### config.mk
export PLATFORM = sky130hd
export DESIGN_NAME = k423_lsu_ctrl
export DESIGN_NICKNAME = d
export VERILOG_FILES = /design/src/rtl/k423_lsu_ctrl.sv
export SDC_FILE = /design/constraint.sdc
export NUM_CORES = 1
export LEC_CHECK = 0
export ABC_CLOCK_PERIOD_IN_PS = 2700
export BUFFER_PORTS_ARGS = -buffer_cell sky130_fd_sc_hd__buf_4
export CORE_MARGIN = 8
export CORE_UTILIZATION = 44
export CTS_CLUSTER_DIAMETER = 50
export DETAILED_ROUTE_END_ITERATION = 6
export HOLD_SLACK_MARGIN = 0.12
export PLACE_DENSITY = 0.87
export RECOVER_POWER = 100
export SKIP_CTS_REPAIR_TIMING = 1
export SLEW_MARGIN = 0
export SYNTH_ARGS = -nofsm -noshare
export SYNTH_HDL_FRONTEND = slang
export SYNTH_SLANG_ARGS = --single-unit
### constraint.sdc
create_clock -name clk_i -period 2.7 [get_ports clk_i]
set_clock_uncertainty 0.05 [all_clocks]
set_input_delay 0.27 -clock clk_i [delete_from_list [all_inputs] [get_ports clk_i]]
set_output_delay 0.27 -clock clk_i [all_outputs]
set_load 0.03 [all_outputs]
### src/rtl/k423_lsu_ctrl.sv
// Execute-stage load/store control: alignment check, word-aligned request build,
// and a four-state tracker for the single outstanding data-memory transaction.
module k423_lsu_ctrl #(
    parameter int ADDR_W = 32,
    parameter int XLEN   = 32,
    parameter int CNT_W  = 32
) (
    input  logic              clk_i,
    input  logic              rst_i,
    input  logic              flush_i,
    input  logic              ex_lsu_vld_i,
    input  logic              ex_lsu_store_i,
    input  logic [1:0]        ex_lsu_size_i,
    input  logic [ADDR_W-1:0] ex_lsu_addr_i,
    input  logic [XLEN-1:0]   ex_lsu_wdata_i,
    output logic              mem_data_req_vld_o,
    input  logic              mem_data_req_rdy_i,
    output logic [ADDR_W-1:0] mem_data_req_addr_o,
    output logic              mem_data_req_we_o,
    output logic [3:0]        mem_data_req_wstrb_o,
    output logic [XLEN-1:0]   mem_data_req_wdata_o,
    input  logic              mem_data_rsp_vld_i,
    output logic              lsu_busy_o,
    output logic              lsu_done_o,
    output logic              lsu_excp_misalign_o,
    output logic [CNT_W-1:0]  lsu_stall_cnt_o
);

    typedef enum logic [1:0] {IDLE, REQ, WAIT, DRAIN} state_t;

    state_t state_q, state_nxt;

    logic [ADDR_W-1:0] req_addr_p1;
    logic              req_we_p1;
    logic [3:0]        req_wstrb_p1;
    logic [XLEN-1:0]   req_wdata_p1;
    logic [CNT_W-1:0]  stall_cnt_q;
    logic              accept;
    logic              misaligned;

    // Size 2'b11 falls into the word case everywhere below.
    function automatic logic is_misaligned(input logic [1:0] size, input logic [1:0] off);
        case (size)
            2'b00:   return 1'b0;
            2'b01:   return off[0];
            default: return off != 2'b00;
        endcase
    endfunction

    function automatic logic [3:0] byte_strobe(input logic [1:0] size, input logic [1:0] off);
        case (size)
            2'b00:   return 4'b0001 << off;
            2'b01:   return 4'b0011 << off;
            default: return 4'b1111;
        endcase
    endfunction

    function automatic logic [XLEN-1:0] replicate_wdata(input logic [1:0] size,
                                                        input logic [XLEN-1:0] wdata);
        case (size)
            2'b00:   return {4{wdata[7:0]}};
            2'b01:   return {2{wdata[15:0]}};
            default: return wdata;
        endcase
    endfunction

    assign misaligned = is_misaligned(ex_lsu_size_i, ex_lsu_addr_i[1:0]);

    always_ff @(posedge clk_i or posedge rst_i) begin
        if (rst_i) begin
            state_q <= IDLE;
        end else begin
            state_q <= state_nxt;
        end
    end

    always_comb begin
        state_nxt           = state_q;
        accept              = 1'b0;
        lsu_done_o          = 1'b0;
        lsu_excp_misalign_o = 1'b0;
        mem_data_req_vld_o  = 1'b0;
        case (state_q)
            IDLE: begin
                if (ex_lsu_vld_i && !flush_i) begin
                    if (misaligned) begin
                        lsu_excp_misalign_o = 1'b1;
                        lsu_done_o          = 1'b1;
                    end else begin
                        accept    = 1'b1;
                        state_nxt = REQ;
                    end
                end
            end
            REQ: begin
                mem_data_req_vld_o = 1'b1;
                // A flush racing the handshake still leaves a response in flight.
                if (flush_i) begin
                    state_nxt = mem_data_req_rdy_i ? DRAIN : IDLE;
                end else if (mem_data_req_rdy_i) begin
                    state_nxt = WAIT;
                end
            end
            WAIT: begin
                if (mem_data_rsp_vld_i) begin
                    lsu_done_o = !flush_i;
                    state_nxt  = IDLE;
                end else if (flush_i) begin
                    state_nxt = DRAIN;
                end
            end
            DRAIN: begin
                if (mem_data_rsp_vld_i) begin
                    state_nxt = IDLE;
                end
            end
            default: state_nxt = IDLE;
        endcase
    end

    // Request capture stage: fields are frozen from acceptance until the next op.
    always_ff @(posedge clk_i or posedge rst_i) begin
        if (rst_i) begin
            req_addr_p1  <= '0;
            req_we_p1    <= 1'b0;
            req_wstrb_p1 <= 4'b0000;
            req_wdata_p1 <= '0;
        end else if (accept) begin
            req_addr_p1  <= {ex_lsu_addr_i[ADDR_W-1:2], 2'b00};
            req_we_p1    <= ex_lsu_store_i;
            req_wstrb_p1 <= ex_lsu_store_i ? byte_strobe(ex_lsu_size_i, ex_lsu_addr_i[1:0]) : 4'b0000;
            req_wdata_p1 <= ex_lsu_store_i ? replicate_wdata(ex_lsu_size_i, ex_lsu_wdata_i) : '0;
        end
    end

    always_ff @(posedge clk_i or posedge rst_i) begin
        if (rst_i) begin
            stall_cnt_q <= '0;
        end else if (state_q != IDLE && stall_cnt_q != {CNT_W{1'b1}}) begin
            stall_cnt_q <= stall_cnt_q + {{(CNT_W-1){1'b0}}, 1'b1};
        end
    end

    assign mem_data_req_addr_o  = req_addr_p1;
    assign mem_data_req_we_o    = req_we_p1;
    assign mem_data_req_wstrb_o = req_wstrb_p1;
    assign mem_data_req_wdata_o = req_wdata_p1;
    assign lsu_busy_o           = state_q != IDLE;
    assign lsu_stall_cnt_o      = stall_cnt_q;

endmodule
; ---- Yosys cells after proc, flatten, opt, wreduce, memory -nomap -nowiden
; Index checks and enable logic that the tools add are counted.
[word_totals]
in_bits = 73
elab_cells = 50
ff_bits = 101
output_inout_bits = 105
[op_classes]
muxes = 23
n_addsub = 1
n_reduce_logical = 8
eq_ne = 10
n_shift = 2
[op_table]
columns = op, count
row1 = $pmux 32 s2, 1
row2 = $add 32x1->32 const B, 1
row3 = $mux 32, 1
row4 = $ne 32x32->1 const B, 1
row5 = $mux 2, 8
row6 = $mux 1, 8
row7 = $pmux 2 s4, 1
row8 = $pmux 4 s2, 1
row9 = $ne 2x2->1 const B, 3
row10 = $ne 3x3->1 const B, 2
row11 = $reduce_and 5->1, 1
row12 = $eq 2x1->1 const B, 2
row13 = $eq 2x2->1 const B, 2
row14 = $logic_not 2->1, 2
row15 = $mux 4, 1
row16 = $pmux 1 s2, 2
row17 = $reduce_bool 2->1, 2
row18 = $shl 1x2->4 const A, 1
row19 = $shl 2x2->4 const A, 1
row20 = $logic_and 1x1->1, 2
row21 = $logic_not 1->1, 1

; ---- Longest topological paths before layout
[logic_depth]
depth_word = 5
depth_mapped = 6
ltp_nobuf = 6

; ---- Worst setup path before layout
; Ideal clock, no wire load.
[synth_path]
path_type = register to register
start = register stall_cnt_q[0], in the netlist lsu_stall_cnt_o[0]
end = register stall_cnt_q[6], in the netlist lsu_stall_cnt_o[6]
path_buffers = 0
required_ns = 2.513
setup_time_ns = 0.137
stages_incl_launch_ff = 7
t_arrival_ns = 1.909
path_slack_ns = 0.604
synth_period_minus_slack_ns = 2.096
path_cell_list = dfrtp_1 -> ha_1 -> nand4_1 -> nor4_4 -> a21oi_2 -> and4_1 -> xor2_1
[synth_between]
elab_chain_cells = 2
elab_cells_between_ends = 3
classes_between = 1 x add/sub / 1 x eq/ne / 1 x reduce/logical
[synth_lines]
columns = element, line
row1 = "start, declared", 37  ; logic [CNT_W-1:0] stall_cnt_q;
row2 = "start signal, assigned", 140  ; stall_cnt_q <= stall_cnt_q + {{(CNT_W-1){1'b0}}, 1'b1};
row3 = "parallel branches: the longest is 2 deep, another holds $add 32x1->32", n/a
; Parallel ways; which one is timed is not known.
; A chain may end at the register's enable or synchronous reset.

; ---- Worst setup path in the final report
[layout_path]
start = register state_q[0]
end = register req_addr_p1[2], in the netlist mem_data_req_addr_o[2]
[layout_between]
elab_chain_cells = 2
[layout_lines]
columns = element, line
row1 = "start, declared", 31  ; state_t state_q, state_nxt;
row2 = "start signal, assigned", 73  ; state_q <= state_nxt;
row3 = $logic_not 2->1, 83  ; case (state_q)
row4 = $mux 1, 83
row5 = "end signal, assigned", 129  ; req_addr_p1 <= {ex_lsu_addr_i[ADDR_W-1:2], 2'b00};
row6 = "end, declared", 33  ; logic [ADDR_W-1:0] req_addr_p1;
; No other way between the ends.

==> reports/results.ini <==
[grt]
grt_overflow_total = 0
antenna_found_initial = 1
grt_use_total_pct = 17.8
grt_pass1_vias = 4110
grt_max_degree = 104
grt_pass1_wl_mm = 20.7

[sta]
max_slew.worst_pin.slew_ps = 1330
layout_min_cycle_time_ps = 2250
grt_setup_unrepaired = no
relSlewSlack_pct = 11.6
post-route-period-util_pct = 83.5
hold_violations = 0
fmax_mhz = 444
setup_viol_count_final = 0
hold_slack_ps = 144
finalMaxSlewViolations = 0
setup_tns_ps = 0

[setup_path]
crit_chain = nor2_1 -> o211ai_1 -> clkbuf_4 -> mux2_2
worstPathRequired_ps = 2880
critPathKind = reg2reg
worstPathArrival_ps = 2440
worst_setup_path_start_kind = flop
cp-end-kind = flop
slowest_delay_ps = 600
cp_slowest_cell = clkbuf_4
crit_fanout = 103

[yosys]
synth_fa_ha_area_share_pct = 0.270
synth-simple-area-share_pct = 16.1
synth_compound_area_share_pct = 6.79
syn_inst = 433
synth_edf_count = 0
synth.top_cell.area_share_pct = 54.5
synthArstFlopShare_pct = 100
syn_avg_cell_area_sq_um = 10.7
yosysUniqueCellTypes = 41
synthTopCellsByArea = dfrtp_1 54%, mux2_2 12%, nand2_1 7.0%
ys_seq_area_share_pct = 54.5
yosys_warnings = 0
synth_xor_area_share_pct = 6.04
synthFlopType = dfrtp_1
synth_top_area_cell = dfrtp_1
synth_top_family_by_area = simple AND/OR/NAND/NOR gates
muxShareOfSynthArea_pct = 13.6
ys_ff_latch = 101
synth_area_sq_um = 4640

[status]
status = completed

[floorplan]
coreArea_sq_um = 10300
start_util_pct = 45.2
die_area_sq_um = 14100
num_io_pins = 178
die_w_microns = 119
die_h_microns = 119
rows = 37

[finish]
finalInstanceArea_sq_um = 6200
layout_common_cells = 106 x clkbuf_1, 101 x dfrtp_1, 87 x nand2_1, 71 x buf_4, 49 x o21ai_0
final_nets = 709
stdcell_count = 777
fillers = 938
multi_input_area_sq_um = 1970
regArea_sq_um = 2530
drive_gt1_share_pct = 23.0
syn_to_final_growth_pct = 33.6
layout_commonest_cell = clkbuf_1

[clock_tree]
cts_buffers = 9
ctsLongestPathBuffers = 2
cts_htree_levels = 3
clk_pin_slew_ps = 100
cts.sinks = 101
clock_latency_ps = 360
clock-root-buffer = clkbuf_8
cts_tree = done

[power]
leakagePower_uw = 0.00280
finalPower_uw = 6170
switching_power_uw = 2820
p_seq_share_pct = 39.9
p_int_uw = 3350
powerDensity_nw_per_um2 = 996
comb_power_share_pct = 42.8
clkPwrFrac_pct = 17.3
switching_share_pct = 45.7
ir_worst_vdd_uv = 497

[flow_run]
max-cap-violations = 0

[detailed_routing]
viasPerCell = 5.15
wl_mm = 13.8
num_vias = 4005
drtIter0Drc = 260
drc_errors = 0
post_drt_wl_per_cell_microns = 17.8
first_pass_iters = 4
postRouteAntennaNets = 0

[placed_design]
gp_congestion = 0.881
dp.cells = 728
hpwlAfterDp_mm = 9.88
placed_cell_area_sq_um = 6100
io_buffers = 175

[min_path]
hold_class = in2reg

[power by group through the flow]
stage | registers (uW) | logic (uW) | clock network (uW)
6_report | 2460 | 2640 | 1070
5_1_grt | 2530 | 2820 | 1150
4_1_cts | 2460 | 3110 | 1100
3_5_place_dp | 2490 | 3110 | 0
3_3_place_gp | 2440 | 3050 | 0
2_1_floorplan | 3520 | 746 | 0
[logic make-up after synthesis]
kind of cell / after synthesis
buffers and inverters: 30
AOI/OAI and AO/OA: 58
adders and majority gates: 1
other: 1
and+or+nand+nor: 153
xor gates and xnor gates: 32
muxes: 57
DFF: 101
[final cells by class]
class                   count  share of cell area (%)
clock buffers              10                    2.22
well taps                 136                    2.74
inverters                   9                   0.605
multi-input cells         303                    31.8
repair buffers            211                    20.4
diodes                      2                  0.0807
flip-flops and latches    101                    40.8
clock inverters             5                    1.33
[metal layers]
layer	routed length [microns]	vias to the layer above	part of all wire, %	GRT usage, %
met4	266	0	1.9	5.93
met5	0	-	0	0
met2	7120	152	51	31.1
li1	-	1883	-	-
met1	5490	1947	40	20.5
met3	947	23	6.9	5.28
[cells in the mapped netlist, types with 2 or more instances]
cell / number
nand4_1: 15
mux2i_1: 9
xor2_1: 11
nor2_1: 14
o21ai_0: 49
mux2_2: 48
and2_1: 2
inv_1: 9
clkbuf_1: 14
nand2_1: 87
buf_1: 2
nor3_1: 5
nor2b_1: 3
dfrtp_1: 101
and3_2: 2
nor4_1: 2
nor4_4: 2
and3_1: 3
buf_2: 3
xnor2_1: 21
nand3_1: 9
a21oi_1: 2
buf_4: 2
[registers in the layout, summed over array words and instances (netlist names)]
signal                flops
mem_data_req_wstrb_o      4
mem_data_req_we_o         1
lsu_stall_cnt_o          32
mem_data_req_addr_o      30
mem_data_req_wdata_o     32
state_q                   2
[critical path, delay by kind of cell, from the launching register on]
family / cells / cell delay [ps]
and+or+nand+nor: 1 / 350
DFF: 1 / 460
buffers and inverters: 1 / 600
muxes: 1 / 490
AOI/OAI and AO/OA: 1 / 140
[per-stage QoR]
stage	setup WS (ps)	utilization (%)
final	447	60.3
after detailed placement	644	59.3
after CTS	590	61.5
after floorplan	604	-
after global placement	758	59.3
after global routing	256	60.3
[final timing paths]
check                                                startpoint                              endpoint  slack, ps  depth (start not counted)
min in group asynchronous                                 rst_i   mem_data_req_addr_o[22]$_DFFE_PP0P_        910                          4
hold / removal                                ex_lsu_wdata_i[2]   mem_data_req_wdata_o[2]$_DFFE_PP0P_        140                          3
hold reg to reg            mem_data_req_wdata_o[15]$_DFFE_PP0P_  mem_data_req_wdata_o[15]$_DFFE_PP0P_        440                          2
setup / recovery                         state_q[0]$_DFFE_PP0P_    mem_data_req_addr_o[2]$_DFFE_PP0P_        450                          4
max in group asynchronous                                 rst_i   mem_data_req_wdata_o[5]$_DFFE_PP0P_        870                          4
setup reg to reg                         state_q[0]$_DFFE_PP0P_    mem_data_req_addr_o[2]$_DFFE_PP0P_        450                          4
Power figures use the tool's default switching activity.
